**src/rtl/lpc_frame_sequencer.sv**
```systemverilog
// Frame sequencer for the 11-lag autocorrelation datapath.
// Clears the correlator, streams FRAME_LEN samples into x and y, flushes the
// correlator pipeline with zero beats, then holds r_valid until r_ack.
//
// state   | meaning
// --------+---------------------------------------------------------
// S_IDLE  | waiting for start
// S_CLEAR | one-cycle synchronous clear of the correlator accumulators
// S_FEED  | accepting samples over s_valid/s_ready
// S_FLUSH | FLUSH_BEATS zero-valued advance beats
// S_DONE  | result held, waiting for r_ack
module lpc_frame_sequencer #(
  parameter int FRAME_LEN   = 240,
  parameter int FLUSH_BEATS = 3,
  parameter int CNT_W       = 12
) (
  input  logic                clk,
  input  logic                rst,
  input  logic                start,
  input  logic [15:0]         s_data,
  input  logic                s_valid,
  output logic                s_ready,
  output logic [15:0]         c_x,
  output logic [15:0]         c_y,
  output logic                c_v,
  output logic                c_rst,
  output logic                busy,
  output logic                r_valid,
  input  logic                r_ack,
  output logic [CNT_W-1:0]    sample_cnt
);

  // Width holds FLUSH_BEATS down to zero; never collapses to zero bits.
  localparam int FW = $clog2(FLUSH_BEATS + 2);

  typedef enum logic [2:0] {
    S_IDLE,
    S_CLEAR,
    S_FEED,
    S_FLUSH,
    S_DONE
  } state_t;

  state_t           r_state;
  state_t           w_state_nxt;
  logic             r_s_ready,  w_s_ready_nxt;
  logic [15:0]      r_c_data,   w_c_data_nxt;
  logic             r_c_v,      w_c_v_nxt;
  logic             r_c_rst,    w_c_rst_nxt;
  logic             r_busy,     w_busy_nxt;
  logic             r_r_valid,  w_r_valid_nxt;
  logic [CNT_W-1:0] r_cnt,      w_cnt_nxt;
  logic [FW-1:0]    r_flush,    w_flush_nxt;
  logic             w_accept;
  logic             w_last;

  assign w_accept = (r_state == S_FEED) && s_valid && r_s_ready;
  assign w_last   = w_accept && (r_cnt == CNT_W'(FRAME_LEN - 1));

  // Next-state and next registered-output values; every output is a flop.
  always_comb begin
    w_state_nxt   = r_state;
    w_s_ready_nxt = 1'b0;
    w_c_data_nxt  = r_c_data;
    w_c_v_nxt     = 1'b0;
    w_c_rst_nxt   = 1'b0;
    w_r_valid_nxt = 1'b0;
    w_cnt_nxt     = r_cnt;
    w_flush_nxt   = r_flush;
    case (r_state)
      S_IDLE: begin
        if (start) begin
          w_state_nxt  = S_CLEAR;
          w_c_rst_nxt  = 1'b1;
          w_cnt_nxt    = '0;
          w_c_data_nxt = '0;
        end
      end
      S_CLEAR: begin
        w_state_nxt   = S_FEED;
        w_s_ready_nxt = 1'b1;
      end
      S_FEED: begin
        w_s_ready_nxt = 1'b1;
        if (w_accept) begin
          w_c_data_nxt = s_data;
          w_c_v_nxt    = 1'b1;
          w_cnt_nxt    = r_cnt + CNT_W'(1);
        end
        // Ready drops together with the last accepted sample so no extra one slips in.
        if (w_last) begin
          w_s_ready_nxt = 1'b0;
          w_flush_nxt   = FW'(FLUSH_BEATS);
          w_state_nxt   = S_FLUSH;
        end
      end
      S_FLUSH: begin
        if (r_flush == '0) begin
          w_state_nxt   = S_DONE;
          w_r_valid_nxt = 1'b1;
        end else begin
          w_c_v_nxt    = 1'b1;
          w_c_data_nxt = '0;
          w_flush_nxt  = r_flush - FW'(1);
        end
      end
      S_DONE: begin
        if (r_ack) begin
          w_state_nxt = S_IDLE;
        end else begin
          w_r_valid_nxt = 1'b1;
        end
      end
      default: w_state_nxt = S_IDLE;
    endcase
    w_busy_nxt = (w_state_nxt != S_IDLE);
  end

  // State and output registers with synchronous reset.
  always_ff @(posedge clk) begin
    if (rst) begin
      r_state   <= S_IDLE;
      r_s_ready <= 1'b0;
      r_c_data  <= '0;
      r_c_v     <= 1'b0;
      r_c_rst   <= 1'b0;
      r_busy    <= 1'b0;
      r_r_valid <= 1'b0;
      r_cnt     <= '0;
      r_flush   <= '0;
    end else begin
      r_state   <= w_state_nxt;
      r_s_ready <= w_s_ready_nxt;
      r_c_data  <= w_c_data_nxt;
      r_c_v     <= w_c_v_nxt;
      r_c_rst   <= w_c_rst_nxt;
      r_busy    <= w_busy_nxt;
      r_r_valid <= w_r_valid_nxt;
      r_cnt     <= w_cnt_nxt;
      r_flush   <= w_flush_nxt;
    end
  end

  assign s_ready    = r_s_ready;
  assign c_x        = r_c_data;
  assign c_y        = r_c_data;
  assign c_v        = r_c_v;
  assign c_rst      = r_c_rst;
  assign busy       = r_busy;
  assign r_valid    = r_r_valid;
  assign sample_cnt = r_cnt;

endmodule

```
**config.mk**
```make
export PLATFORM = sky130hd
export DESIGN_NAME = lpc_frame_sequencer
export DESIGN_NICKNAME = d
export VERILOG_FILES = /design/src/rtl/lpc_frame_sequencer.sv
export SDC_FILE = /design/constraint.sdc
export NUM_CORES = 1
export LEC_CHECK = 0
export CAP_MARGIN = 15
export CORE_ASPECT_RATIO = 1.1
export CORE_MARGIN = 4
export CORE_UTILIZATION = 48
export DETAILED_ROUTE_END_ITERATION = 12
export GPL_TIMING_DRIVEN = 0
export PLACE_DENSITY = 0.86
export SLEW_MARGIN = 20
export SYNTH_ARGS = -nofsm -noshare
export SYNTH_HDL_FRONTEND = slang
export SYNTH_SLANG_ARGS = --single-unit
```
**constraint.sdc**
```tcl
create_clock -name clk -period 4.4 [get_ports clk]
set_input_delay 1.32 -clock clk [delete_from_list [all_inputs] [get_ports clk]]
set_output_delay 1.32 -clock clk [all_outputs]
set_load 0.03 [all_outputs]
```
After elaboration in Yosys (flattened, before gate mapping)
Cells that the tools add are included.
Cells by class
  $add $sub $neg: 2
  equal/unequal tests: 9
  muxes and demuxes: 24
  bitwise operators: 1
  reductions and logical operators: 13
Operators by type and width (number)
  two-way mux 16 bit: 3
  case mux 16 bit (3 select lines): 1
  two-way mux 12 bit: 2
  case mux 12 bit (2 select lines): 1
  two-way mux 3 bit: 6
  case mux 3 bit (5 select lines): 1
  adder 12 x 1 -> 12 bit, second input constant: 1
  == test 12 x 8 -> 1 bit, second input constant: 1
  != test 2 bit, second input constant: 4
  == test 3 x 2 -> 1 bit, second input constant: 2
  logical NOT 3 bit: 2
  two-way mux 1 bit: 6
  case mux 1 bit (2 select lines): 3
  case mux 3 bit (2 select lines): 1
  AND reduction 3 bit: 2
  nonzero test 3 bit: 2
  AND reduction 4 bit: 1
  nonzero test 2 bit: 2
  == test 3 x 1 -> 1 bit, second input constant: 1
  == test 3 bit, second input constant: 1
  logical AND 1 bit: 3
  subtractor 3 x 1 -> 3 bit, second input constant: 1
  OR reduction 2 bit: 1
  inverter 1 bit: 1
Word-level totals
  register bits: 39
  bits of input ports: 21
  output and inout bits: 49
  word-level logic and storage cells: 58

Logic depth before layout (Yosys ltp)
Gate-level depths: netlist of run 1.
  depth in word-level cells: 7
  mapped depth: 7
  depth with buffers taken out: 6

Least setup slack after synthesis of run 1
No wires, ideal clock.
  kind: input port to flip-flop
  from: input port rst
  to: register r_busy, in the netlist busy
  library setup time: 134 ps
  data arrival time: 2211 ps
  required time: 4266 ps
  path slack: 2055 ps
  stages on the path: 5
  path buffers: 1
  cells stage by stage: clkbuf_1 -> nor2_1 -> nand2_1 -> nor3_1 -> or4_1
RTL lines
  start: declaration: line 18  | input logic rst,
  end signal: assignment: line 137  | r_busy <= w_busy_nxt;
  end: declaration: line 50  | logic r_busy, w_busy_nxt;

Final worst setup path of run 1
  from: register r_cnt[4], in the netlist sample_cnt[4]
  to: output port sample_cnt[4]
RTL lines
  start: declaration: line 52  | logic [CNT_W-1:0] r_cnt, w_cnt_nxt;
  start signal: assignment: line 139  | r_cnt <= w_cnt_nxt;
  end: declaration: line 30  | output logic [CNT_W-1:0] sample_cnt
No word-level cell between the ends.

==> results of run 1 <==
## power groups by stage
| stage | Clock (W) | Sequential [W] | Combinational [W] |
|---|---|---|---|
| 2_1_floorplan | 0 | 0.000376 | 0.0000475 |
| 3_5_place_dp | 0 | 0.000370 | 0.0000920 |
| 3_3_place_gp | 0 | 0.000370 | 0.0000909 |
| 5_1_grt | 0.000255 | 0.000362 | 0.000101 |
| 4_1_cts | 0.000241 | 0.000362 | 0.0000927 |
| 6_report | 0.000236 | 0.000362 | 0.0000925 |
## final timing paths
check,cells past startpoint,startpoint,endpoint
worst max-delay path,1,sample_cnt[4],sample_cnt[4]
worst min-delay path,1,r_flush[1],r_flush[1]
worst max register to register,6,r_flush[0],busy
worst min register to register,1,r_flush[1],r_flush[1]
## layout by cell type, fill, tap and decap left out, types with 2 or more instances in the layout
master | Yosys | routed
clkdlybuf4s50_1 | 0 | 68
a21oi_1 | 40 | 40
dfxtp_1 | 39 | 39
a211oi_1 | 20 | 20
buf_4 | 18 | 18
nor2_1 | 12 | 12
o21ai_0 | 8 | 8
buf_2 | 6 | 6
or3_1 | 6 | 6
nand2_1 | 5 | 5
clkbuf_1 | 4 | 5
xor2_1 | 5 | 5
clkbuf_8 | 0 | 5
inv_1 | 3 | 3
nor2b_1 | 3 | 3
and2_1 | 3 | 3
o2111ai_1 | 3 | 3
nand3_1 | 3 | 3
nor3_1 | 3 | 3
ha_1 | 3 | 3
and3_1 | 2 | 2
buf_6 | 2 | 2
o211ai_4 | 2 | 2
and4_1 | 2 | 2
nor4b_1 | 2 | 2
nand2b_1 | 2 | 2
a31oi_1 | 2 | 2
o21a_1 | 2 | 2
nand4_1 | 2 | 2
nand3b_1 | 2 | 2
## registers in the layout (all words and copies together), names as in the netlist
| signal | flops |
|---|---|
| c_v | 1 |
| sample_cnt | 12 |
| s_ready | 1 |
| c_rst | 1 |
| r_flush | 3 |
| r_state | 3 |
| busy | 1 |
| c_x | 16 |
| r_valid | 1 |
## layer usage
layer	up-vias	wire [um]	GRT usage, %
met1	882	2079	22.54
li1	946	-	-
met3	6	328	6.008
met2	57	2391	33.90
met5	-	0	0
met4	0	71	8.026
## cell families (layout without fill, tap and decap cells)
kind of cell,Yosys count,in the layout,share of synthesized area [%]
AOI/OAI and AO/OA,83,83,27.40
and+or+nand+nor,56,56,17.23
DFF,39,39,39.67
buffers and inverters,34,110,11.06
xor gates and xnor gates,5,5,2.225
adders and majority gates,3,3,1.907
muxes,1,1,0.5086
## final cells by class
class | count | area [um2] | share of cell area (%)
repair buffers | 68 | 680.7 | 24.32
well taps | 52 | 65.06 | 2.325
clock buffers | 6 | 72.57 | 2.593
clock inverters | 2 | 12.51 | 0.4470
multi-input cells | 148 | 969.7 | 34.64
inverters | 3 | 11.26 | 0.4023
flip-flops and latches | 39 | 780.7 | 27.89
plain buffers | 31 | 206.4 | 7.376
## stage by stage
step / hold WS [ps] / area [um2] / util (%)
after floorplan: 440.6 / 1968 / -
after global placement: 448.5 / 2714 / 68.47
after detailed placement: 458.9 / 2714 / 68.47
after CTS: 497.3 / 2799 / 70.61
after global routing: 531.0 / 2799 / 70.61
final: 489.1 / 2799 / 70.61
==> metrics, run 1 <==
max-slew headroom at the worst pin 67.12%; DRT Wirelength 4.872 mm; count leader, synth a21oi_1; layout cells sized above 1 13.80%; post-cts sizing count 0; non-filler cells, final 349; Max Cap Viol 0; Final TNS setup 0 ps; Starting Density 49.65%; post-route DRC violation count 0; Seq/Total Area, Yosys 39.67%; Die W between 60 and 70 um; synth top area cells dfxtp_1 40%, a21oi_1 10%, a211oi_1 7.6%, buf_4 6.9%, nor2_1 2.3%; GR Util All Layers 19.44%; clk root buf clkbuf_8; io pins 70; WP data required slightly above 3000 ps; maximum clock frequency 358.5 MHz; YS warnings 0; first-pass GRT wire length roughly 8.2 mm; number of synthesized flops with an enable pin 0; CTS tree built; syn avg cell area 8.906 um2; Tmin final 2789 ps; Pint 0.0005111 W; post-CTS setup buffer count 0; vias in the first global route between 1500 and 2000; die height 75.16 um; Worst setup EP type primary output; Final Worst Setup Slack 1611 ps; Slew @ Worst Pin 493.2 ps; synth unique cells 45; outcome complete, no violations; startpoint type of the worst setup path flop; crit path max fanout 7; clk_skew 7.039 ps; Routability Congestion about 0.78; Psw 0.0001794 W; CTS Sinks 39; # fillers 324; clock transition at the registers of the reported paths 80 ps; sw frac 25.98%; latest clock arrival within the worst-skew pair 300 ps; DP Wirelength 3.616 mm; CP max-delay cell clkdlybuf4s50_1; Combinational Power Share 13.4%; nets in the synthesized netlist 245; # nets final 320; clock share of power 34.2%; final number of setup-violating endpoints 0; Arrival @ worst endpoint 1470 ps; cts bufs inserted 5; largest net degree at the start of global routing 13; initial DRC count 74; Yosys reg bits 39; Primary FF master, synth dfxtp_1; Total Die Area between 0.005 and 0.006 mm2; Cells after Synth 221; crit-path cells clkdlybuf4s50_1; synthesized area slightly below 0.002 mm2; Synth async-reset ratio 0%; initial antenna violation count 0; layout overhead on the synthesized area 42.21%; largest area contributor in the netlist dfxtp_1; hold crit path type reg2reg; Final Max Tran Viols 0; Overflow after GRT 0; worst slack, placed 1381 ps; PD cells 246.7 mW/mm2; top cell type's share of synthesized area between 30% and 40%; Crit Path Class reg2out; CP max stage delay 720 ps; Leak 0.9522 nW; H-tree levels 2; Worst Path Buf+Inv 1; PnR Total Power 0.0006905 W; vias per inst 5.418; Port Buffers 68; Period Utilization, post-route between 60% and 70%; worst reg2reg setup slack 2640 ps; share of power burned in registers a little over half; crit-path leading delay family buffers and inverters; unrepaired setup endpoints after global routing false; placed insts 341; hold violation total from the final report 0; list of most frequent post-synthesis cells 40 x a21oi_1, 39 x dfxtp_1, 20 x a211oi_1, 18 x buf_4, 12 x nor2_1; VDD IR-drop max 0.1952 mV; clock buffer depth 2; Placeable Area 0.003964 mm2; ANT cells 0; CTS Hold Bufs 0; DRT Pass-1 Iters 4; Vias 1891; post-route ant nets 0; WL/cell 13.96 um; number of cell rows 24
(Power assumes the default switching activity.)
==> run 2: changes to the inputs <==
--- a/config.mk
+++ b/config.mk
@@ -8,10 +8,10 @@
 export CAP_MARGIN = 15
 export CORE_ASPECT_RATIO = 1.1
 export CORE_MARGIN = 4
-export CORE_UTILIZATION = 48
+export CORE_UTILIZATION = 45
 export DETAILED_ROUTE_END_ITERATION = 12
 export GPL_TIMING_DRIVEN = 0
-export PLACE_DENSITY = 0.86
+export PLACE_DENSITY = 0.81
 export SLEW_MARGIN = 20
 export SYNTH_ARGS = -nofsm -noshare
 export SYNTH_HDL_FRONTEND = slang
==> constraint.sdc (replaced) <==
create_clock -name clk -period 2.85 [get_ports clk]
set_input_delay 0.855 -clock clk [delete_from_list [all_inputs] [get_ports clk]]
set_output_delay 0.855 -clock clk [all_outputs]
set_load 0.03 [all_outputs]
==> run 2 against run 1 <==
Compared with the run above: flip-flop and latch count unchanged; critical path depth unchanged; setup slack got worse by 1100 ps; largest power group unchanged; power increased by 71%; global-route usage about the same; via count increased by 0.26%; core utilization decreased by 1.3 points; highest routed layer unchanged; design area increased by 1.2%.
==> metrics, run 2 (synthesis gave the netlist of run 1 again) <==
outcome complete, no violations; hold violation total from the final report 0 (unchanged); Die W 71.06 um (+2.9%); cts bufs inserted 5 (unchanged); clock buffer depth 2 (unchanged); Leak 0.9722 nW (+2.1%); startpoint type of the worst setup path flop; unrepaired setup endpoints after global routing false; clock transition at the registers of the reported paths 80 ps (about the same); most frequent cells in the layout 68 x clkdlybuf4s50_1, 40 x a21oi_1, 39 x dfxtp_1; Overflow after GRT 0 (unchanged); CTS tree built; Crit Path Class reg2out; vias per inst 5.433 (+0.26%); CTS Hold Bufs 0 (unchanged); layout cells sized above 1 14.14% (+0.34 points); CP max stage delay 710 ps (about the same); Tmin final around 2300 ps; Worst setup EP type primary output; DRT Pass-1 Iters 4 (unchanged); VDD IR-drop max 0.3131 mV (+60%); GR Util All Layers 19.43% (about the same); initial antenna violation count 0 (unchanged); crit path max fanout 7 (unchanged); maximum clock frequency 432.0 MHz; CTS Sinks 39 (unchanged); Port Buffers 68 (unchanged); Final Max Tran Viols 0 (unchanged); Arrival @ worst endpoint 1460 ps (about the same); Vias 1896 (+0.26%); commonest non-fill, non-tap cell in the layout clkdlybuf4s50_1; Finished Core Util 69.33% (-1.3 points); io pins 70 (unchanged); Slew @ Worst Pin 480.6 ps (-12.66 ps); layout overhead on the synthesized area 43.87%; CP max-delay cell clkdlybuf4s50_1; Placeable Area 0.004084 mm2 (+3.0%); crit-path leading delay family buffers and inverters; ANT cells 0 (unchanged); die height 77.36 um (+2.9%); # nets final 320 (unchanged); post-cts sizing count 0 (unchanged); Max Cap Viol 0 (unchanged); Largest register FFs 16 (unchanged); hold crit path type reg2reg; latest clock arrival within the worst-skew pair 290 ps (about the same); Final TNS setup 0 ps (unchanged); DP Wirelength 3.904 mm (+8.0%); crit-path cells clkdlybuf4s50_1; Period Utilization, post-route 81.22%; Routability Congestion 0.8018 (+3.3%); post-CTS setup buffer count 0 (unchanged); first-pass GRT wire length 8.673 mm (+6.1%); max-slew headroom at the worst pin 67.96% (+0.84 points); Worst Path Buf+Inv 1 (unchanged); WL/cell 14.82 um (+6.1%); largest net degree at the start of global routing 13 (unchanged); final number of setup-violating endpoints 0 (unchanged); Total Die Area 0.005497 mm2 (+5.9%); Starting Density 48.19% (-1.5 points); post-route ant nets 0 (unchanged); clk_skew 4.615 ps (-2.424 ps); # fillers 348 (+7.4%); number of cell rows 24 (unchanged); H-tree levels 2 (unchanged); vias in the first global route 1891 (+1.5%); PD cells 417.0 mW/mm2 (+69%); initial DRC count 127 (+72%); clk root buf clkbuf_8; post-route DRC violation count 0 (unchanged); WP data required 2000 ps (-1080 ps); DRT Wirelength 5.171 mm (+6.1%)
[run 2: cell count changes in the layout (fill, tap and decap cells not counted)]
cell	change
clkbuf_1	-1
clkinvlp_4	-1
clkbuf_8	+1
bufinv_16	+1
[run 2: final cells by class]
type / count / area [um2] / share of cell area [%]
tap: 52 / 65.06 / 2.298
timing repair buffer: 68 / 680.7 / 24.04
sequential: 39 / 780.7 / 27.57
buffer: 31 / 206.4 / 7.291
clock inverter: 2 / 35.03 / 1.237
multi-input combinational: 148 / 969.7 / 34.25
inverter: 3 / 11.26 / 0.3977
clock buffer: 6 / 82.58 / 2.916
[run 2: per-layer routing]
| layer | wire, um | GRT usage [%] | up-vias |
|---|---|---|---|
| met5 | 0 | 0 | - |
| met4 | 143 | 8.271 | 0 |
| met3 | 253 | 5.943 | 13 |
| met2 | 2560 | 32.56 | 52 |
| li1 | - | - | 949 |
| met1 | 2214 | 22.88 | 882 |
[run 2: metrics by stage]
step | area, um2 | power [W] | setup WS [ps] | std cells | hold slack [ps]
3_3_place_gp | 2714 | 0.0007116 | 313.1 | 341 | 447.8
6_report | 2831 | 0.001181 | 535.1 | 349 | 470.6
4_1_cts | 2831 | 0.001185 | 522.1 | 349 | 471.8
2_1_floorplan | 1968 | 0.0006542 | 970.4 | 221 | 440.6
5_1_grt | 2831 | 0.001226 | 467.8 | 349 | 490.9
3_5_place_dp | 2714 | 0.0007136 | 328.9 | 341 | 454.1
[run 2: worst paths after layout]
kind,start,slack [ps],depth (start not counted),endpoint
min reg2reg,r_flush[1],470,1,r_flush[1]
min,r_flush[1],470,1,r_flush[1]
max,sample_cnt[4],540,1,sample_cnt[4]
max reg2reg,r_flush[0],1080,6,busy
[run 2: power breakdown]
part           switching (W)  leakage [nW]  internal (W)
Sequential        0.00000444         0.315      0.000553
Clock               0.000195        0.0612      0.000283
Combinational      0.0000795         0.596     0.0000650
Total               0.000279         0.972      0.000901
==> run 3: changes to the inputs <==
==> constraint.sdc (replaced) <==
create_clock -name clk -period 2.3 [get_ports clk]
set_input_delay 0.69 -clock clk [delete_from_list [all_inputs] [get_ports clk]]
set_output_delay 0.69 -clock clk [all_outputs]
set_load 0.03 [all_outputs]
==> results of run 3 <==
The final DEF is identical to that of run 2. Status: complete, no violations.
Main changes from that run: setup slack after placement 328.9 ps -> -56.12 ps; setup slack after layout 535.1 ps -> 150.1 ps; register-to-register setup slack 1080 ps -> 530 ps; total power 0.001181 W -> 0.001463 W; worst IR drop on VDD 0.3131 mV -> 0.3880 mV
